### config.mk
export PLATFORM = sky130hd
export DESIGN_NAME = serial_arbiter_flat
export DESIGN_NICKNAME = d
export VERILOG_FILES = /design/src/rtl/serial_arb_pkg.sv /design/src/rtl/serial_arbiter_if.sv /design/src/rtl/serial_arbiter_rr.sv /design/src/rtl/serial_arbiter.sv /design/src/flat_wrapper.sv
export SDC_FILE = /design/constraint.sdc
export NUM_CORES = 1
export LEC_CHECK = 0
export ABC_CLOCK_PERIOD_IN_PS = 2350
export BUFFER_PORTS_ARGS = -buffer_cell sky130_fd_sc_hd__buf_2
export CORE_MARGIN = 2
export CORE_UTILIZATION = 50
export DETAILED_ROUTE_END_ITERATION = 8
export MAX_ROUTING_LAYER = met4
export PLACE_DENSITY_LB_ADDON = 0.1
export SLEW_MARGIN = 10
export SYNTH_ARGS = -nofsm -noshare
export SYNTH_HDL_FRONTEND = slang
export SYNTH_SLANG_ARGS = --single-unit
export TNS_END_PERCENT = 30
### constraint.sdc
create_clock -name clk -period 2.35 [get_ports clk]
set_clock_uncertainty 0.05 [all_clocks]
set_input_delay 0.47 -clock clk [delete_from_list [all_inputs] [get_ports clk]]
set_output_delay 0.47 -clock clk [all_outputs]
set_load 0.01 [all_outputs]
### src/rtl/serial_arb_pkg.sv
// serial_arb_pkg
//   Shared definitions for the serial arbiter: FSM state encoding, request
//   kind encoding, client count and the default WAIT timeout.
package serial_arb_pkg;

  localparam int          NUM_REQ         = 2;
  // 1 s at 12 MHz.
  localparam logic [23:0] TIMEOUT_DEFAULT = 24'd12_000_000;

  typedef enum logic [1:0] {
    ST_IDLE  = 2'd0,
    ST_ISSUE = 2'd1,
    ST_WAIT  = 2'd2
  } state_t;

  // Reset value of a kind register is 0, i.e. read-only.
  typedef enum logic {
    KIND_RD = 1'b0,
    KIND_WR = 1'b1
  } kind_t;

endpackage

### src/rtl/serial_arbiter_if.sv
// serial_arbiter_if
//   Command/response bus between the arbiter and the byte send/recv engine.
//   master : arbiter side  (drives serial_tx_data, serial_wr, serial_rd, serial_abort)
//   slave  : engine side   (drives serial_valid, serial_rx_data)
//
// Handshake: there is no ready/backpressure. serial_wr / serial_rd are
// one-cycle command pulses qualified by serial_tx_data in the same cycle;
// the engine answers with a one-cycle serial_valid pulse qualified by
// serial_rx_data. serial_abort is a one-cycle pulse that resets the engine.
interface serial_arbiter_if;
  logic [7:0] serial_tx_data;
  logic       serial_wr;
  logic       serial_rd;
  logic       serial_abort;
  logic       serial_valid;
  logic [7:0] serial_rx_data;

  modport master (
    output serial_tx_data, serial_wr, serial_rd, serial_abort,
    input  serial_valid, serial_rx_data
  );

  modport slave (
    input  serial_tx_data, serial_wr, serial_rd, serial_abort,
    output serial_valid, serial_rx_data
  );
endinterface

### src/rtl/serial_arbiter_rr.sv
// rr_arbiter2
//   Combinational two-way round-robin select.
//   pending     : per-client pending flags
//   last_grant  : client served most recently
//   grant_valid : at least one client pending
//   grant_idx   : selected client; on a tie the client other than last_grant
module rr_arbiter2 (
  input  logic [1:0] pending,
  input  logic       last_grant,
  output logic       grant_valid,
  output logic       grant_idx
);
  always_comb begin
    grant_valid = |pending;
    grant_idx   = 1'b0;
    case (pending)
      2'b01:   grant_idx = 1'b0;
      2'b10:   grant_idx = 1'b1;
      2'b11:   grant_idx = ~last_grant;
      default: grant_idx = 1'b0;
    endcase
  end
endmodule

### src/rtl/serial_arbiter.sv
// serial_arbiter
//   Shares one serial send/recv engine between two clients. Each client posts
//   a write-then-read (req_wr) or read-only (req_rd) request; the arbiter
//   holds it pending, grants round-robin, issues one engine command and
//   returns either a completion (req_valid + req_rx_data) or, after TIMEOUT
//   WAIT cycles without an answer, an abort (req_timeout + serial_abort).
//
//   clk, reset    : clock, synchronous active-high reset
//   req_wr/req_rd : per-client request pulses (bit i = client i)
//   req_tx_data   : client i byte in [8i+7:8i], sampled with req_wr[i]
//   req_valid     : one-cycle completion pulse to the granted client
//   req_rx_data   : received byte, held until the next completion
//   req_timeout   : one-cycle abort pulse to the granted client
//   busy          : FSM not in IDLE
//   state_dbg     : current FSM state
//   ser           : engine bus (master side)
module serial_arbiter
  import serial_arb_pkg::*;
#(
  parameter logic [23:0] TIMEOUT = TIMEOUT_DEFAULT
) (
  input  logic                 clk,
  input  logic                 reset,
  input  logic [NUM_REQ-1:0]   req_wr,
  input  logic [NUM_REQ-1:0]   req_rd,
  input  logic [8*NUM_REQ-1:0] req_tx_data,
  output logic [NUM_REQ-1:0]   req_valid,
  output logic [7:0]           req_rx_data,
  output logic [NUM_REQ-1:0]   req_timeout,
  output logic                 busy,
  output state_t               state_dbg,
  serial_arbiter_if.master     ser
);

  state_t             state_q;
  logic [NUM_REQ-1:0] pending_q;
  kind_t              kind_q [NUM_REQ];
  logic [7:0]         data_q [NUM_REQ];
  logic [23:0]        timer_q;
  logic               grant_q;
  logic               last_grant_q;

  logic               arb_valid;
  logic               arb_idx;
  logic               fin_ok;
  logic               fin_to;
  logic [NUM_REQ-1:0] pend_clr;
  logic [NUM_REQ-1:0] new_req;

  rr_arbiter2 u_rr (
    .pending     (pending_q),
    .last_grant  (last_grant_q),
    .grant_valid (arb_valid),
    .grant_idx   (arb_idx)
  );

  // Completion takes priority over a timeout landing on the same cycle.
  always_comb begin
    fin_ok   = (state_q == ST_WAIT) && ser.serial_valid;
    fin_to   = (state_q == ST_WAIT) && !ser.serial_valid &&
               (timer_q == TIMEOUT - 24'd1);
    pend_clr = '0;
    if (fin_ok || fin_to) pend_clr[grant_q] = 1'b1;
    new_req  = req_wr | req_rd;
  end

  // Pending bookkeeping. A request arriving on the cycle its own pending
  // flag clears is latched (set beats clear); otherwise a request against a
  // pending client is dropped so the original request stays intact.
  always_ff @(posedge clk) begin
    if (reset) begin
      pending_q <= '0;
      for (int i = 0; i < NUM_REQ; i++) begin
        kind_q[i] <= KIND_RD;
        data_q[i] <= 8'h00;
      end
    end else begin
      for (int i = 0; i < NUM_REQ; i++) begin
        if (new_req[i] && (!pending_q[i] || pend_clr[i])) begin
          pending_q[i] <= 1'b1;
          kind_q[i]    <= req_wr[i] ? KIND_WR : KIND_RD;
          data_q[i]    <= req_tx_data[8*i +: 8];
        end else if (pend_clr[i]) begin
          pending_q[i] <= 1'b0;
        end
      end
    end
  end

  // Main FSM. The engine command is registered on the IDLE->ISSUE edge so
  // it is visible during ISSUE, two cycles after the request was sampled.
  always_ff @(posedge clk) begin
    if (reset) begin
      state_q            <= ST_IDLE;
      timer_q            <= '0;
      grant_q            <= 1'b0;
      last_grant_q       <= 1'b1;
      req_valid          <= '0;
      req_timeout        <= '0;
      req_rx_data        <= 8'h00;
      ser.serial_tx_data <= 8'h00;
      ser.serial_wr      <= 1'b0;
      ser.serial_rd      <= 1'b0;
      ser.serial_abort   <= 1'b0;
    end else begin
      req_valid        <= '0;
      req_timeout      <= '0;
      ser.serial_wr    <= 1'b0;
      ser.serial_rd    <= 1'b0;
      ser.serial_abort <= 1'b0;
      case (state_q)
        ST_IDLE: begin
          if (arb_valid) begin
            grant_q            <= arb_idx;
            ser.serial_tx_data <= data_q[arb_idx];
            if (kind_q[arb_idx] == KIND_WR) ser.serial_wr <= 1'b1;
            else                            ser.serial_rd <= 1'b1;
            state_q            <= ST_ISSUE;
          end
        end
        ST_ISSUE: begin
          timer_q <= '0;
          state_q <= ST_WAIT;
        end
        ST_WAIT: begin
          if (fin_ok) begin
            req_rx_data        <= ser.serial_rx_data;
            req_valid[grant_q] <= 1'b1;
            last_grant_q       <= grant_q;
            state_q            <= ST_IDLE;
          end else if (fin_to) begin
            req_timeout[grant_q] <= 1'b1;
            ser.serial_abort     <= 1'b1;
            last_grant_q         <= grant_q;
            state_q              <= ST_IDLE;
          end else begin
            timer_q <= timer_q + 24'd1;
          end
        end
        default: state_q <= ST_IDLE;
      endcase
    end
  end

  assign busy      = (state_q != ST_IDLE);
  assign state_dbg = state_q;

endmodule

### src/flat_wrapper.sv
// flat-port wrapper written by rule: the top's interface ports become plain ports
module serial_arbiter_flat import serial_arb_pkg::*;
#(
  parameter logic [23:0] TIMEOUT = TIMEOUT_DEFAULT
)
  (clk, reset, req_wr, req_rd, req_tx_data, req_valid, req_rx_data, req_timeout, busy, state_dbg, ser_serial_tx_data, ser_serial_wr, ser_serial_rd, ser_serial_abort, ser_serial_valid, ser_serial_rx_data);
  serial_arbiter_if ser_i ();
  input  logic clk;
  input  logic reset;
  input  logic [NUM_REQ-1:0] req_wr;
  input  logic [NUM_REQ-1:0] req_rd;
  input  logic [8*NUM_REQ-1:0] req_tx_data;
  output logic [NUM_REQ-1:0] req_valid;
  output logic [7:0] req_rx_data;
  output logic [NUM_REQ-1:0] req_timeout;
  output logic busy;
  output state_t state_dbg;
  output wire logic [$bits(ser_i.serial_tx_data)-1:0] ser_serial_tx_data;
  output wire logic [$bits(ser_i.serial_wr)-1:0] ser_serial_wr;
  output wire logic [$bits(ser_i.serial_rd)-1:0] ser_serial_rd;
  output wire logic [$bits(ser_i.serial_abort)-1:0] ser_serial_abort;
  input wire logic [$bits(ser_i.serial_valid)-1:0] ser_serial_valid;
  input wire logic [$bits(ser_i.serial_rx_data)-1:0] ser_serial_rx_data;
  assign ser_serial_tx_data = ser_i.serial_tx_data;
  assign ser_serial_wr = ser_i.serial_wr;
  assign ser_serial_rd = ser_i.serial_rd;
  assign ser_serial_abort = ser_i.serial_abort;
  assign ser_i.serial_valid = ser_serial_valid;
  assign ser_i.serial_rx_data = ser_serial_rx_data;
  serial_arbiter #(.TIMEOUT(TIMEOUT)) u_core (.clk(clk), .reset(reset), .req_wr(req_wr), .req_rd(req_rd), .req_tx_data(req_tx_data), .req_valid(req_valid), .req_rx_data(req_rx_data), .req_timeout(req_timeout), .busy(busy), .state_dbg(state_dbg), .ser(ser_i));
endmodule
* Word-level counts from Yosys, hierarchy flattened *
Memory sizes are Yosys's and may differ from the RTL's. A register that Yosys moved wholly into a read port is not among the register bits.
Index checks and enable logic that the tools add are counted.

cells by class
  add/sub/neg operators = 1
  div/mod/pow operators = 0
  multiplexer cells = 34
  bitwise gates (word level) = 11
  $lt $le $gt $ge = 2
  equality and inequality tests = 9
  shifts and indexed selects = 0
  $mul = 0
  reduce and logical (&&, ||, !) cells = 28

operators with widths
  operator                 count
  $mux W24                 2
  $pmux W24 S2             1
  $add A24 B1 Y24 const B  1
  $eq A24 B24 Y1 const B   1
  $mux W1                  22
  $mux W8                  2
  $reduce_bool A2 Y1       5
  $reduce_or A3 Y1         3
  $mux W2                  4
  $reduce_and A2 Y1        4
  $eq A2 B2 Y1 const B     3
  $logic_and A1 B1 Y1      6
  $not A1 Y1               6
  $pmux W2 S3              1
  $ne A2 B2 Y1 const B     2
  $or A1 B1 Y1             4
  $reduce_or A4 Y1         1
  $logic_not A1 Y1         3
  $logic_or A1 B1 Y1       3
  $ne A3 B1 Y1 const B     1
  $reduce_and A3 Y1        1
  $eq A2 B1 Y1 const B     1
  $logic_not A2 Y1         1
  $lt A1 B2 Y1 const B     1
  6 further kinds          6

word-level totals
  ROM bits = 0
  memories = 2
  flip-flop bits (word level) = 45
  logic and storage cells = 99
  output and inout bits = 26
  RAM bits = 18
  bits of input ports = 31
  bits in latches = 0

memories
  name           words  bits a word  rd ports  clocked after memory_dff  write ports  line                  RTL
  u_core.data_q  2      8            1         1                         2            serial_arbiter.sv:38  logic [7:0] data_q [NUM_REQ];
  u_core.kind_q  2      1            1         0                         2            serial_arbiter.sv:37  kind_t kind_q [NUM_REQ];

* Depth between registers and ports, before layout *
  word-level depth = 11
  mapped depth = 9

* Modules after synthesis *
A second synthesis with hierarchy kept.

unflattened totals
  cell total of the unflattened synthesis = 321
  area, all modules = 3103.0 sq um

modules (own cells, without submodules)
  module          sequential area each (sq um)  instances  cells each  area an instance (sq um)
  serial_arbiter  1601.5                        1          319         3089.2
  rr_arbiter2     0.0                           1          2           13.8

* Least setup slack after synthesis *
No wires, ideal clock.

  path type = flip-flop to flip-flop
  from = register u_core.timer_q[16]
  to = memory u_core.data_q[0][0] (enable)
  setup slack = -0.032 ns
  buffers on the path = 1
  data required time = 1.966 ns
  cell stages (with the launch flop) = 7
  arrival time = 1.998 ns
  cells stage by stage = dfxtp_1 -> or4bb_1 -> nor4_4 -> a211o_1 -> nand3b_2 -> buf_2 -> nand2_1

RTL lines
  item                    line                   RTL
  from (decl)             serial_arbiter.sv:39   logic [23:0] timer_q;
  from (signal assigned)  serial_arbiter.sv:137  timer_q <= timer_q + 24'd1;
  to (decl)               serial_arbiter.sv:38

==> out/results.txt <==
Maximum root-to-sink buffer count = 2
Number of max-slew violations in the final report = 0
Worst Path Required = 2300 ps
Row Count = 29
Gp weighted congestion = 0.801
Core Region = 6310 µm²
Slew Limit Headroom = 0.669
Clock Sinks = 71
Fraction of layout cells with a size suffix above 1 = 0.223
Worst-skew pair later-pin latency = 340 ps
Worst setup EP type = flip-flop
First-pass GRT wire length = 11.7 mm
Full die area = 7110 µm²
Register Area = 1600 µm²
RSZ-0062 raised after global routing = no
Placed inst area = 3620 µm²
Fin util = 0.603
Chip height = 84.4 µm
IO Pins = 57
Fin crit period = 2190 ps
Vias in the first global route = 2,477
Seq cells post-synth = 71
Setup Buffers After CTS = 0
Fillers = 571
Status = completed
Cell area after synthesis = 3230 µm²
Leakage power = 1.50 nW
Worst Setup Start Kind = flip-flop
CTS Buf Count = 9
H-tree depth = 3
DP Wirelength = 4.84 mm
Die Wd = 84.4 µm
Synth area leaders = dfxtp_1, edfxtp_1, a21oi_1
Pre-CTS setup slack = 150 ps
Final hold vios = 0
Post-route cell area = 3810 µm²
CTS tree = done
Yosys warns = 0
Final setup viols = 0
R2R depth = 5
Routed vias/inst = 5.62
Crit-path cells = or4bb_1, nor4_4, a211o_1, nand3b_2, nand2_1
DRC = 0
Largest net degree at the start of global routing = 27
Total track usage = 0.210
Starting Density = 0.511
Routed Antenna Nets = 0
Leading area contributor after synthesis = dfxtp_1
Register area share after synthesis = 0.496
Initial antenna violation count = 0
Area grow syn2layout = 18.0%
Worst ir drop on vdd = 0.455 mV
Maxcap violations = 0
CP Data Arrival Time = 2140 ps
DR iter-0 viols = 208
Area of the multi-input gates = 1480 µm²
Worst Hold Class = in -> reg
Achievable frequency = 0.456 GHz
Post-synth net total = 386
Total grt overflow = 0
Final wirelength = 6.97 mm
Final net count = 447
Setup CP Type = reg -> reg
Crit-path slowest cell = or4bb_1
CP max FO = 9
Final worst slack = 156 ps
Max stage delay on crit path = 530 ps
Syn avg cell area = 9.20 µm²
Routed vias = 2,776
Drt first pass iters = 4
Total power divided by cell area = 721 nW/µm²
Clock transition at path regs = 80 ps
IO Port Bufs = 56
Distinct cell type count after synthesis = 41
Post-DR wirelength/cell = 14.1 µm
Final Total Pwr = 0.00275 W
# diodes = 0
CTS Root Cell = clkbuf_8
Mapped Cells = 351
Final worst-path cycle share = 0.933
Synth top area share = 0.329
Slew @ Worst Pin = 495 ps
WHS Path Cells = 3
[final cells by class]
class                   count  share of cell area
flip-flops and latches     71               0.421
clock inverters             6              0.0161
clock buffers              10              0.0335
well taps                  77              0.0253
repair buffers             70               0.104
multi-input cells         248               0.388
inverters                  12              0.0118
[cells by family after synthesis]
| family | synth area share |
|---|---|
| and+or+nand+nor | 0.222 |
| buffers and inverters | 0.0473 |
| adders and majority gates | 0.0155 |
| DFF | 0.496 |
| AOI/OAI and AO/OA | 0.185 |
| muxes | 0.0341 |
[report_power, final]
group,internal (W),switching (W),total (W)
combinational,0.000165,0.000268,0.000433
clock,0.000489,0.000461,0.000950
sequential,0.00133,0.0000336,0.00136
total,0.00198,0.000763,0.00275
[metrics by stage]
| step | setup TNS, ps | cells | hold slack (ps) |
|---|---|---|---|
| 2_1_floorplan | -95.3 | 351 | 385 |
| 3_3_place_gp | 0 | 478 | 388 |
| 3_5_place_dp | 0 | 478 | 394 |
| 4_1_cts | 0 | 494 | 301 |
| 5_1_grt | 0 | 494 | 305 |
| 6_report | 0 | 494 | 317 |
[worst max-delay path: cells and delay by family (launching register included)]
family | cells | cell delay, ps
AND/OR/NAND/NOR | 4 | 1230
AO/OA/AOI/OAI | 1 | 210
flip-flops | 1 | 360
[sequential cells by signal, indices dropped and copies added, names as in the netlist]
name                       count
u_core.data_q                 16
u_core.grant_q                 1
u_core.kind_q                  2
u_core.last_grant_q            1
u_core.pending_q               2
u_core.req_rx_data             8
u_core.req_timeout             2
u_core.req_valid               2
u_core.ser.serial_abort        1
u_core.ser.serial_rd           1
u_core.ser.serial_tx_data      8
u_core.ser.serial_wr           1
u_core.state_dbg               2
u_core.timer_q                24
[per-layer routing]
layer / global-route usage / routed length [µm] / vias up / share of wire
met5: - / 0 / - / 0
met4: 0.0678 / 80 / 0 / 0.011
met2: 0.288 / 3050 / 65 / 0.44
li1: - / - / 1417 / -
met3: 0.0511 / 376 / 7 / 0.054
met1: 0.305 / 3460 / 1287 / 0.50
[cells in the mapped netlist]
cell / count
a32oi_1: 1
nor2_1: 15
nand2b_1: 1
o311ai_0: 1
and3_1: 4
buf_6: 4
edfxtp_1: 18
nor4b_1: 2
o21a_1: 2
nand3b_2: 2
nand2_1: 54
nand3_4: 1
nand4_1: 7
and2_1: 3
nor3_1: 4
o21ai_0: 13
nor4_4: 1
o31ai_1: 11
inv_1: 12
buf_2: 2
or4bb_1: 1
a31oi_1: 4
buf_1: 2
a211o_1: 2
ha_1: 4
clkbuf_1: 12
nand3_1: 8
and3b_1: 2
a22oi_1: 1
a31o_2: 1
dfxtp_1: 53
a41o_1: 1
a22o_1: 1
a21o_1: 1
or4_1: 13
mux2i_1: 11
and4_1: 3
a211oi_1: 9
or3_1: 10
a21oi_1: 53
nand4b_1: 1
[path summary, 6_finish.rpt]
| check | slack, ps | end | from |
|---|---|---|---|
| max | 160 | u_core.kind_q[1] | u_core.timer_q[16] |
| min | 320 | u_core.req_rx_data[1] | ser_serial_rx_data[1] |
| max reg2reg | 160 | u_core.kind_q[1] | u_core.timer_q[16] |
| min reg2reg | 400 | u_core.req_rx_data[3] | u_core.req_rx_data[3] |
[cell usage in the layout (no fill, tap or decap), types with 11 or more instances in the layout]
master | Yosys | layout
o31ai_1 | 11 | 11
nor2_1 | 15 | 15
o21ai_0 | 13 | 13
buf_4 | 0 | 13
edfxtp_1 | 18 | 18
nand2_1 | 54 | 53
or4_1 | 13 | 13
dfxtp_1 | 53 | 53
buf_2 | 2 | 56
a21oi_1 | 53 | 53
mux2i_1 | 11 | 11
inv_1 | 12 | 12
[timing repair]
action                     CTS  global route
setup endpoints to repair    0             1
hold buffers                 0             0
gates resized for setup      0             2
No activity file was read; power rests on OpenSTA's default activity.
